[config.mk]
export PLATFORM = sky130hd
export DESIGN_NAME = sobel_frame_writer
export DESIGN_NICKNAME = d
export VERILOG_FILES = /design/src/rtl/sobel_frame_writer.sv
export SDC_FILE = /design/constraint.sdc
export NUM_CORES = 1
export LEC_CHECK = 0
export CORE_MARGIN = 1.5
export CORE_UTILIZATION = 35
export DETAILED_ROUTE_END_ITERATION = 8
export PLACE_DENSITY = 0.53
export SETUP_SLACK_MARGIN = 0.1
export SYNTH_ARGS = -nofsm -noshare
export SYNTH_HDL_FRONTEND = slang
export SYNTH_SLANG_ARGS = --single-unit
[constraint.sdc]
create_clock -name clk -period 6.5 [get_ports clk]
set_clock_uncertainty 0.15 [all_clocks]
set_input_delay 1.3 -clock clk [delete_from_list [all_inputs] [get_ports clk]]
set_output_delay 1.3 -clock clk [all_outputs]
set_load 0.05 [all_outputs]
[src/rtl/sobel_frame_writer.sv]
// Frame writer behind the Sobel pipeline: buffers strobed RGB pixels in a FWFT FIFO and writes
// one ROWS x COLS frame to memory. Optional macro SOBEL_WR_BINARIZE_EN stores red>=THRESH as white/black.
module sobel_frame_writer #(
  parameter int ROWS       = 400,
  parameter int COLS       = 400,
  parameter int FIFO_DEPTH = 16,
  parameter int ADDR_W     = 18,
  parameter int BASE_ADDR  = 0,
  parameter int THRESH     = 64
) (
  input  logic              clk,
  input  logic              rst,
  input  logic [7:0]        red_i,
  input  logic [7:0]        green_i,
  input  logic [7:0]        blue_i,
  input  logic              done_i,
  input  logic              frame_start_i,
  output logic [ADDR_W-1:0] mem_addr_o,
  output logic [23:0]       mem_data_o,
  output logic              mem_we_o,
  input  logic              mem_ready_i,
  output logic              busy_o,
  output logic              frame_done_o,
  output logic              overflow_o
);
  localparam int PW = $clog2(FIFO_DEPTH);
  localparam int CW = PW + 1;
  localparam int EW = ADDR_W + 24;
  localparam logic [ADDR_W-1:0] LAST_IDX = ADDR_W'(ROWS * COLS - 1);
  localparam logic [ADDR_W-1:0] BASE     = ADDR_W'(BASE_ADDR);
  localparam logic [CW-1:0]     FULL_CNT = CW'(FIFO_DEPTH);

  if ((FIFO_DEPTH < 2) || ((FIFO_DEPTH & (FIFO_DEPTH - 1)) != 0)) begin : g_bad_depth
    $error("FIFO_DEPTH must be a power of 2 and >= 2");
  end
  if ((THRESH < 0) || (THRESH > 255)) begin : g_bad_thresh
    $error("THRESH must fit in 8 bits");
  end

  typedef enum logic [1:0] {IDLE, RUN, FLUSH} state_t;

  state_t            state_q, state_d;
  logic [ADDR_W-1:0] idx_q, idx_d;
  logic              ovf_q, ovf_d;
  logic [CW-1:0]     count_q, count_d;
  logic [PW-1:0]     wr_ptr_q, wr_ptr_d, rd_ptr_q, rd_ptr_d;
  logic [EW-1:0]     fifo_mem_q [FIFO_DEPTH];
  logic [EW-1:0]     push_entry, head;
  logic [23:0]       pixel;
  logic              push, pop, full, empty;

`ifdef SOBEL_WR_BINARIZE_EN
  assign pixel = (red_i >= 8'(THRESH)) ? 24'hFFFFFF : 24'h000000;
`else
  assign pixel = {red_i, green_i, blue_i};
`endif

  assign full       = (count_q == FULL_CNT);
  assign empty      = (count_q == '0);
  assign pop        = !empty && mem_ready_i;
  // Address is fixed at push time so dropped pixels never shift later addresses.
  assign push_entry = {BASE + idx_q, pixel};

  always_comb begin
    state_d = state_q;
    idx_d   = idx_q;
    ovf_d   = ovf_q;
    push    = 1'b0;
    case (state_q)
      IDLE: if (frame_start_i) begin
        state_d = RUN;
        idx_d   = '0;
        ovf_d   = 1'b0;
      end
      RUN: if (done_i) begin
        idx_d = idx_q + 1'b1;
        if (full) ovf_d = 1'b1;
        else      push  = 1'b1;
        if (idx_q == LAST_IDX) state_d = FLUSH;
      end
      FLUSH: if (empty) state_d = IDLE;
      default: state_d = IDLE;
    endcase
    count_d  = count_q + CW'(push) - CW'(pop);
    wr_ptr_d = wr_ptr_q + PW'(push);
    rd_ptr_d = rd_ptr_q + PW'(pop);
  end

  always_ff @(posedge clk or negedge rst) begin
    if (!rst) begin
      state_q  <= IDLE;
      idx_q    <= '0;
      ovf_q    <= 1'b0;
      count_q  <= '0;
      wr_ptr_q <= '0;
      rd_ptr_q <= '0;
    end else begin
      state_q  <= state_d;
      idx_q    <= idx_d;
      ovf_q    <= ovf_d;
      count_q  <= count_d;
      wr_ptr_q <= wr_ptr_d;
      rd_ptr_q <= rd_ptr_d;
    end
  end

  // Storage needs no reset: the outputs are masked while the FIFO is empty.
  always_ff @(posedge clk) begin
    if (push) fifo_mem_q[wr_ptr_q] <= push_entry;
  end

  assign head         = fifo_mem_q[rd_ptr_q];
  assign mem_we_o     = !empty;
  assign mem_addr_o   = empty ? '0 : head[EW-1:24];
  assign mem_data_o   = empty ? '0 : head[23:0];
  assign busy_o       = (state_q != IDLE);
  assign frame_done_o = (state_q == FLUSH) && empty;
  assign overflow_o   = ovf_q;
endmodule

## Word-level counts from Yosys, hierarchy flattened

Memory sizes are Yosys's and may differ from the RTL's.
Index checks and enable logic that the tools add are counted.
W data, S select, Z words.

| word-level totals | value |
|---|---|
| input port bits | 29 |
| output and inout port bits | 46 |
| logic and storage cells | 50 |
| memories kept | 1 |
| bits in registers | 34 |
| memory bits (writable) | 672 |

Memories:

| name | words | bits a word | read ports | clocked after memory_dff | wr ports | line | text |
|---|---|---|---|---|---|---|---|
| fifo_mem_q | 16 | 42 | 1 | 0 | 1 | 47 | `logic [EW-1:0] fifo_mem_q [FIFO_DEPTH];` |

| operators by class | value |
|---|---|
| mux-type cells | 19 |
| equality and inequality tests | 9 |
| reductions and logical operators | 10 |
| add/sub/neg operators | 5 |

Operators by type and width:

| kind | count |
|---|---|
| $mux W18 | 3 |
| $pmux W18 S2 | 1 |
| $mux W24 | 1 |
| $add A18 B1 Y18 const B | 1 |
| $eq A18 B18 Y1 const B | 1 |
| $ne A2 B2 Y1 const B | 5 |
| $add A4 B1 Y4 | 2 |
| $mux W1 | 8 |
| $mux W2 | 4 |
| $reduce_and A4 Y1 | 2 |
| $pmux W2 S3 | 1 |
| $add A5 B1 Y5 | 1 |
| $eq A5 B5 Y1 const B | 1 |
| $logic_not A5 Y1 | 1 |
| $sub A5 B1 Y5 | 1 |
| $reduce_bool A2 Y1 | 2 |
| $reduce_and A3 Y1 | 1 |
| $eq A2 B1 Y1 const B | 1 |
| $eq A2 B2 Y1 const B | 1 |
| $logic_and A1 B1 Y1 | 2 |
| $logic_not A2 Y1 | 1 |
| $pmux W1 S2 | 1 |
| $logic_not A1 Y1 | 1 |

## Depth between registers and ports, before layout

Gate-level depths: netlist (run 1).

| logic depth | value |
|---|---|
| depth after elaboration | 6 |
| gate-level depth with buffers | 14 |
| depth with buffers taken out | 13 |

## Worst setup path after synthesis (run 1)

OpenSTA, ideal clock, no wires.

| timing path | value |
|---|---|
| path type | input -> register |
| start point | input done_i |
| end point | memory fifo_mem_q[0][0] in the netlist's numbering, enable pin |
| path buffers | 2 |
| arrival time | 5.294 ns |
| cell stages on the path | 6 |
| library setup time | 0.493 ns |
| path slack | 0.563 ns |
| cell sequence | and3b_2 > buf_2 > nor2b_1 > clkbuf_1 > or3b_2 > nor3_1 |

| between the ends | value |
|---|---|
| longest elaborated chain between the ends | 4 |

Ends and longest elaborated chain:

| what | line | text |
|---|---|---|
| start: declaration | 16 | `input logic done_i,` |
| $mux W1 | 75 | `RUN: if (done_i) begin` |
| $mux W1 | 69 | `case (state_q)` |
| $mux W1 | 109 | `if (push) fifo_mem_q[wr_ptr_q] <= push_entry;` |
| $mux W1 (not written as such) | 109 |  |
| end: declaration | 47 |  |

Every way passes these cells.

## Worst setup path after layout (run 1)

| timing path | value |
|---|---|
| start point | register count_q[2] |
| end point | output mem_addr_o[9] |

| between the ends | value |
|---|---|
| longest elaborated chain between the ends | 2 |

Ends and longest elaborated chain:

| what | line | text |
|---|---|---|
| start: declaration | 45 | `logic [CW-1:0] count_q, count_d;` |
| start signal: assignment | 101 | `count_q <= count_d;` |
| $logic_not A5 Y1 | 59 | `assign empty = (count_q == '0);` |
| $mux W18 | 114 | `assign mem_addr_o = empty ? '0 : head[EW-1:24];` |
| end: declaration | 18 | `output logic [ADDR_W-1:0] mem_addr_o,` |

Every way passes these cells.

==> flow_summary.ini, run 1 <==
[synthesis]
synth_top_area_share_pct = 74.0
synth_area_sq_um = 27300
yosysSeqAreaShare_pct = 77.1
yosysUniqueCellTypes = 44
netlist_instances = 1369
ys_ff_latch = 706
synth-main-ff-cell = edfxtp_1
yosys-top-cells-area = edfxtp_1, mux4_2, mux2i_1
yosysTopAreaCell = edfxtp_1
synth_fp_nets = 1408
synth-edff-count = 672
synth.most_common_cell = edfxtp_1
synth_commonest_cells = edfxtp_1, mux2i_1, a22oi_1, mux4_2, and3_1
yosysWarnings = 0
synth-async-reset-ratio_pct = 4.82
syn_area_per_cell_sq_um = 19.9

[sta]
timing.final.crit_period_ns = 5.34
finalSetupViolations = 0
slew_viol_final = 0
tns_ns = 0
period_share_pct = 82.1
rsz0062_at_grt = false
timing.slew.headroom_pct = 19.3
tightest_slew_ns = 1.21
fmax_mhz = 187
hold_viol_final = 0

[flow_run]
cap_violations = 0

[placement]
place_inst = 2444
dp_hpwl_um = 33000
gp_congestion = 0.709
port_buffers = 74

[floorplanning]
fp.dieH_um = 282
row_count = 102
io_pins = 75
die_w_um = 282
core_region_area_sq_um = 77300
dieArea_sq_um = 79600
start_util_pct = 35.3

[route]
drc_errors = 0
wl_per_cell_um = 24.4
num_vias = 13400
ant_nets = 0
dr.pass1.iters = 5
viasPerCell = 5.21
routed_wirelength_um = 62800
drtIter0Drc = 1133

[global_routing]
grt_pass1_wl_um = 92500
grt_pass1_vias = 13600
grt_max_degree = 63
antenna_found_initial = 0
grt_usage_pct = 16.1
grt-ovfl-total = 0

[clock_network]
htreeDepth = 3
cts_buffer_depth = 3
hold_buffers = 0
cts_buffers = 74
post_cts_buffers = 0
post_cts_resized = 0
root_buffer = clkbuf_16
insertion_delay_ns = 0.61
cts_tree = yes
clk_pin_slew_worst_paths_ns = 0.06
cts.sinks = 706

[finish]
drive_above_1_share_pct = 16.5
final_nets = 1519
nFillCells = 6845
syn2layout_area_growth_pct = 16.9
num_antenna_cells = 0
stdcell_count = 2577

[pwr]
p_sw_mw = 5.32
power_frac_seq_pct = 39.2
p_clk_share_pct = 26.1
power_leakage_nw = 10.6
power_frac_comb_pct = 34.7
p_per_area_nw_per_um2 = 478
vdd_drop_max_v = 0.000181
switching_share_pct = 34.9
p_int_mw = 9.90

[critical_path]
reg2reg_from = state_q[1]
worst-path-buf-inv = 3
endpoint_kind = output pin
cpPeakStageDelay_ns = 0.85
critPathRequiredTime_ns = 5.05
critPathKind = reg -> out
cp_data_arrival_time_ns = 3.89
startpoint = count_q[2]
start_kind = flop
cp_max_fo = 27
path_delay_family = buffers and inverters
slowest_stage = clkdlybuf4s50_1
cp_cell_sequence = inv_1 > ha_1 > or4b_1 > nor2b_4 > buf_4 > and3_1 > a221o_1 > clkdlybuf4s50_1

[worst_hold_path]
hp-class = reg -> reg
hold_start = count_q[0]

[outcome]
status = finished, final reports clean
==> flip-flops by register name (all words and copies together), names as in the netlist <==
register,cells
state_q,2
wr_ptr_q,4
idx_q,18
rd_ptr_q,4
overflow_o,1
count_q,5
fifo_mem_q,672
==> metrics by stage <==
step | worst slack, ns | cell area, sq um | hold WS, ns | total power [mW] | util [%]
after detailed placement | 1.71 | 29600 | 0.382 | 11.5 | 38.3
after global placement | 1.69 | 29600 | 0.368 | 11.4 | 38.3
after CTS | 1.03 | 31900 | 0.388 | 15.4 | 41.2
final | 1.16 | 31900 | 0.378 | 15.2 | 41.2
after global routing | 0.861 | 31900 | 0.438 | 15.9 | 41.2
after floorplan | 0.563 | 27300 | 0.323 | 9.53 | -
==> cells in the final DEF (no fill, tap or decap), drive strengths merged, types with 2 or more instances in the layout <==
master / instances
nor4: 3
bufinv: 2
dfrtp: 34
nand4: 2
buf: 42
nand2b: 2
xor2: 5
nor2b: 5
clkbuf: 100
or4: 5
nor2: 25
clkinvlp: 3
a221o: 42
inv: 10
o31ai: 4
xnor2: 10
or3: 4
nand3: 10
nor3: 7
nand2: 13
clkdlybuf4s50: 73
mux4: 84
a22oi: 84
edfxtp: 672
nor3b: 2
o21ai: 7
or2: 2
mux2i: 169
nand3b: 3
nand4b: 4
a21oi: 14
clkinv: 27
and3: 49
ha: 9
==> cell families (layout without fill, tap and decap cells) <==
logic type      Yosys count  after routing  share of synthesized area (%)
mux                     253            253                           13.1
fa+ha+maj                10             10                          0.486
compound gates          154            154                           4.44
flops                   706            706                           77.1
buf+inv                  89            257                           1.32
simple gates            142            142                           2.99
xor+xnor                 15             15                          0.482
==> cell type report <==
class | instances | area [sq um] | share of cell area (%)
inverter | 9 | 33.8 | 0.106
clock buffer | 100 | 2060 | 6.45
sequential | 706 | 21000 | 66.0
tap | 1040 | 1300 | 4.08
multi-input combinational | 574 | 6030 | 18.9
timing repair buffer | 115 | 1190 | 3.75
clock inverter | 33 | 215 | 0.675
==> per-layer routing <==
| metal | global-route usage [%] | part of all wire, % |
|---|---|---|
| met5 | 0 | 0 |
| met4 | 4.58 | 1.8 |
| met3 | 2.84 | 5.0 |
| met2 | 25.8 | 48 |
| met1 | 22.3 | 45 |
==> worst paths after layout <==
kind                                          end  cells past startpoint  slack, ns
max in group asynchronous             rd_ptr_q[0]                      1       4.94
worst min register to register         count_q[0]                      1       0.38
worst min-delay path                   count_q[0]                      1       0.38
worst max-delay path                mem_addr_o[9]                      8       1.16
worst max register to register  fifo_mem_q[8][31]                      6       3.28
min in group asynchronous              count_q[2]                      1       0.62
==> power by group through the flow <==
stage          Combinational (mW)  Sequential, mW  Clock (mW)
3_3_place_gp                 5.36            6.05           0
4_1_cts                      5.39            5.99        4.07
2_1_floorplan                3.69            5.84           0
5_1_grt                      5.61            6.04        4.25
3_5_place_dp                 5.37            6.08           0
6_report                     5.28            5.97        3.97
Note: power is estimated with default switching activity, not from simulation.
==> run 2: changes to the inputs <==
--- a/config.mk
+++ b/config.mk
@@ -8,7 +8,7 @@
 export CORE_MARGIN = 1.5
 export CORE_UTILIZATION = 35
 export DETAILED_ROUTE_END_ITERATION = 8
-export PLACE_DENSITY = 0.53
+export PLACE_DENSITY = 0.55
 export SETUP_SLACK_MARGIN = 0.1
 export SYNTH_ARGS = -nofsm -noshare
 export SYNTH_HDL_FRONTEND = slang
==> constraint.sdc (replaced) <==
create_clock -name clk -period 4.7 [get_ports clk]
set_clock_uncertainty 0.15 [all_clocks]
set_input_delay 0.94 -clock clk [delete_from_list [all_inputs] [get_ports clk]]
set_output_delay 0.94 -clock clk [all_outputs]
set_load 0.05 [all_outputs]
==> flow_summary.ini, run 2 (same netlist as run 1, synthesis figures left out) <==
[outcome]
status = finished, final reports clean

[clock_network]
cts_buffers = 73
cts_buffer_depth = 3
insertion_delay_ns = 0.60
clk_pin_slew_worst_paths_ns = 0.06
post_cts_buffers = 0
cts_tree = yes
cts.sinks = 706
htreeDepth = 3
root_buffer = clkbuf_16

[global_routing]
grt_util_met1_pct = 20.6
grt_max_degree = 63
grt_pass1_vias = 13700
antenna_found_initial = 0
grt-ovfl-total = 0
grt_usage_pct = 15.0
grt_pass1_wl_um = 88200
met3_usage_pct = 2.58
use_met2_pct = 24.5
top_usage_layer = met2

[floorplanning]
die_w_um = 282
io_pins = 75
dieArea_sq_um = 79600
fp.dieH_um = 282
core_region_area_sq_um = 77300
start_util_pct = 35.3
row_count = 102

[critical_path]
critPathKind = reg -> out
start_kind = flop
endpoint_kind = output pin
cp_max_fo = 62
critPathRequiredTime_ns = 3.61
cp_data_arrival_time_ns = 3.26

[sta]
setup_ws_ns = 0.346
slew_viol_final = 0
timing.slew.headroom_pct = 23.7
rsz0062_at_grt = false
period_share_pct = 92.6
fmax_mhz = 230
timing.final.crit_period_ns = 4.35
hold_viol_final = 0
finalSetupViolations = 0
tns_ns = 0
tightest_slew_ns = 1.14
hold_slack_ns = 0.270

[finish]
nFillCells = 6806
num_antenna_cells = 0
drive_above_1_share_pct = 20.2
regMostFlops = fifo_mem_q
utilization_pct = 41.4
reg_top3 = fifo_mem_q (672), idx_q (18), count_q (5)
final_nets = 1523
layout_common_cells = edfxtp_1, mux2i_1, mux4_2, a22oi_1, buf_4
final_cell_area_sq_um = 32000
syn2layout_area_growth_pct = 17.3
stdcell_count = 2581
largest_reg_flops = 672
final_common_cell = edfxtp_1

[placement]
place_inst = 2449
placed_area_sq_um = 29500
port_buffers = 74
dp_slack_ns = 0.681
dp_hpwl_um = 32900
gp_congestion = 0.723

[route]
wl_per_cell_um = 22.6
dr.pass1.iters = 5
num_vias = 13200
routed_wirelength_um = 58400
drtIter0Drc = 911
viasPerCell = 5.13
ant_nets = 0
drc_errors = 0

[pwr]
power_mw = 21.2
p_per_area_nw_per_um2 = 664
power_leakage_nw = 10.7
vdd_drop_max_v = 0.000473

[worst_hold_path]
hp-class = in -> async

[flow_run]
cap_violations = 0
==> run 2: final timing paths <==
| kind | startpoint | endpoint | slack (ns) | cells past startpoint |
|---|---|---|---|---|
| hold reg to reg | count_q[0] | count_q[0] | 0.38 | 1 |
| setup reg to reg | state_q[1] | fifo_mem_q[0][2] | 1.57 | 5 |
| setup / recovery | rd_ptr_q[0] | mem_addr_o[0] | 0.35 | 4 |
| min in group clk | count_q[0] | count_q[0] | 0.38 | 1 |
| max in group asynchronous | rst | rd_ptr_q[1] | 3.54 | 1 |
| hold / removal | rst | count_q[1] | 0.27 | 1 |
==> run 2: repair_timing <==
item / in CTS / in global routing
setup endpoints to repair: 0 / 8
hold buffers: 0 / 0
gates resized for setup: 0 / 1
==> run 2: layout make-up <==
class	instances	area [sq um]	area share (%)
multi-input cells	574	6050	18.9
repair buffers	120	1130	3.52
clock inverters	44	494	1.55
well taps	1040	1300	4.07
clock buffers	88	1940	6.05
flip-flops and latches	706	21000	65.8
inverters	9	33.8	0.106
==> run 2: critical path: stages (launching register included) <==
cell and delay, ns:
dfrtp_4 0.83, buf_12 0.52, mux4_2 0.58, a221o_1 0.45, buf_4 0.23
==> run 2: metal layers <==
| layer | share of wire, % | vias to the layer above | routed length [um] |
|---|---|---|---|
| li1 | - | 5913 | - |
| met1 | 45 | 7026 | 26600 |
| met2 | 49 | 237 | 28500 |
| met3 | 4.1 | 60 | 2380 |
| met4 | 1.7 | 0 | 965 |
| met5 | 0 | - | 0 |
==> run 2: report_power, final <==
part           internal, mW  leakage (nW)  switching, mW
clock network          3.50          1.18           2.32
registers              7.71          6.52          0.529
logic                  2.71          3.03           4.49
==> variant: new RTL, settings of run 2 <==
Put one more register stage on the output `overflow_o`. The value now appears one clock later. The other outputs are not delayed to match.
--- a/src/rtl/sobel_frame_writer.sv
+++ b/src/rtl/sobel_frame_writer.sv
@@ -115,6 +115,8 @@
   assign mem_data_o   = empty ? '0 : head[23:0];
   assign busy_o       = (state_q != IDLE);
   assign frame_done_o = (state_q == FLUSH) && empty;
-  assign overflow_o   = ovf_q;
+  always_ff @(posedge clk) begin
+    overflow_o <= ovf_q;
+  end
 endmodule
 
Function: no difference found for any inputs over 4 cycles, from zero or initial values and one cycle with rst low; that may be too few to reach the edited logic, so the function may still have changed.
==> variant against run 2 <==
  * Largest cell class unchanged
  * Synthesized cell count is essentially flat
  * Area after synthesis is essentially flat
  * Non-clock buffer count grew 15
  * Die area is essentially flat
  * Worst setup slack worse by 67 ps
  * Sequential cell count grew 1
  * Final cell count grew 0.70%
  * Register-to-register slack lost 150 ps
  * Power rose by 0.61%
  * Critical path type unchanged
  * Final area up 0.22%
  * First-iteration DRC count rose by 16%
  * Utilization rose by 0.089 points
  * Routed wire length is 8.1% higher
==> variant: results (changes against run 2) <==
status complete, no violations; final WL 63.18 mm (+8.1%); r2r setup slk 1420 ps (-150 ps); via count 13519 (+2.1%); violation count after the first detailed-route iteration 1057 (+16%); placed cell areas 0.02964 mm² (+0.32%); Peak VDD IR 0.4378 mV (-7.4%); met2 Track Usage GR 25.73% (+1.2 points); initial antenna violation count 2 (+2); clock-net power 5.73 mW (-2%); Overall Global Routing Usage 16.25% (+1.2 points); pre-CTS setup slack 750.5 ps (+69.80 ps); dpl hpwl 37.20 mm (+13%); Post-Syn Instances 1370 (+0.073%); vias in the first global route 14045 (+2.2%); Hold WS 280.3 ps (+10.01 ps); synth top area cells edfxtp_1 74%, mux4_2 6.9%, mux2i_1 6.2%; first-pass GRT wire length 94.84 mm (+7.6%); CP arrival 3330 ps (+70 ps); post-synthesis sequential area ratio 77.15% (about the same); placed cells 2465 (+0.65%); Slew HR 21.47% (-2.2 points); CTS Buf Count 75 (+2.7%); Worst-Skew Late Latency 620 ps (+20 ps); Post-Route M1 WL 29.30 mm (+10%); critical path endpoint mem_data_o[15]; Layout Nets 1541 (+1.2%); GP Congestion 0.7449 (+3.1%); CP startpoint count_q[3]; metal2 WL 30.01 mm (+5.3%); Max Used Layer met5; Critical Path Fanout Max 26 (-58%); reg2reg end count_q[4]; Static Leak 10.78 nW (+0.50%); maximum number of pins on one net before global-route repair 48 (-24%); ys async rst share 4.809% (-0.0068 points); mux cell area share after synthesis 13.13% (about the same); met1 Use GR 23.30% (+2.7 points); minimum clock period 4421 ps (+67.31 ps)
-- variant: worst min path at each step --
stage	cells after the start	endpoint	from
floorplan	0	overflow_o	ovf_q
global placement	0	overflow_o	ovf_q
detailed placement	0	overflow_o	ovf_q
CTS	1	idx_q[6]	rst
global route	0	overflow_o	ovf_q
finish	1	count_q[0]	rst
-- variant: critical path, stage by stage (launching register included) --
cell and delay [ps]:
dfrtp_1 380, inv_1 100, ha_1 160, or4b_1 430, buf_4 180, and3_2 560, buf_4 340, a221o_1 350
buf_4 200
-- variant: cell type report --
cell class / count / area [µm²] / area share [%]
Sequential cell: 707 / 21060 / 65.70
Multi-Input combinational cell: 574 / 6048 / 18.87
Clock buffer: 92 / 1972 / 6.153
Tap cell: 1040 / 1301 / 4.060
Timing Repair Buffer: 135 / 1201 / 3.748
Clock inverter: 42 / 435.4 / 1.359
Inverter: 9 / 33.78 / 0.1054
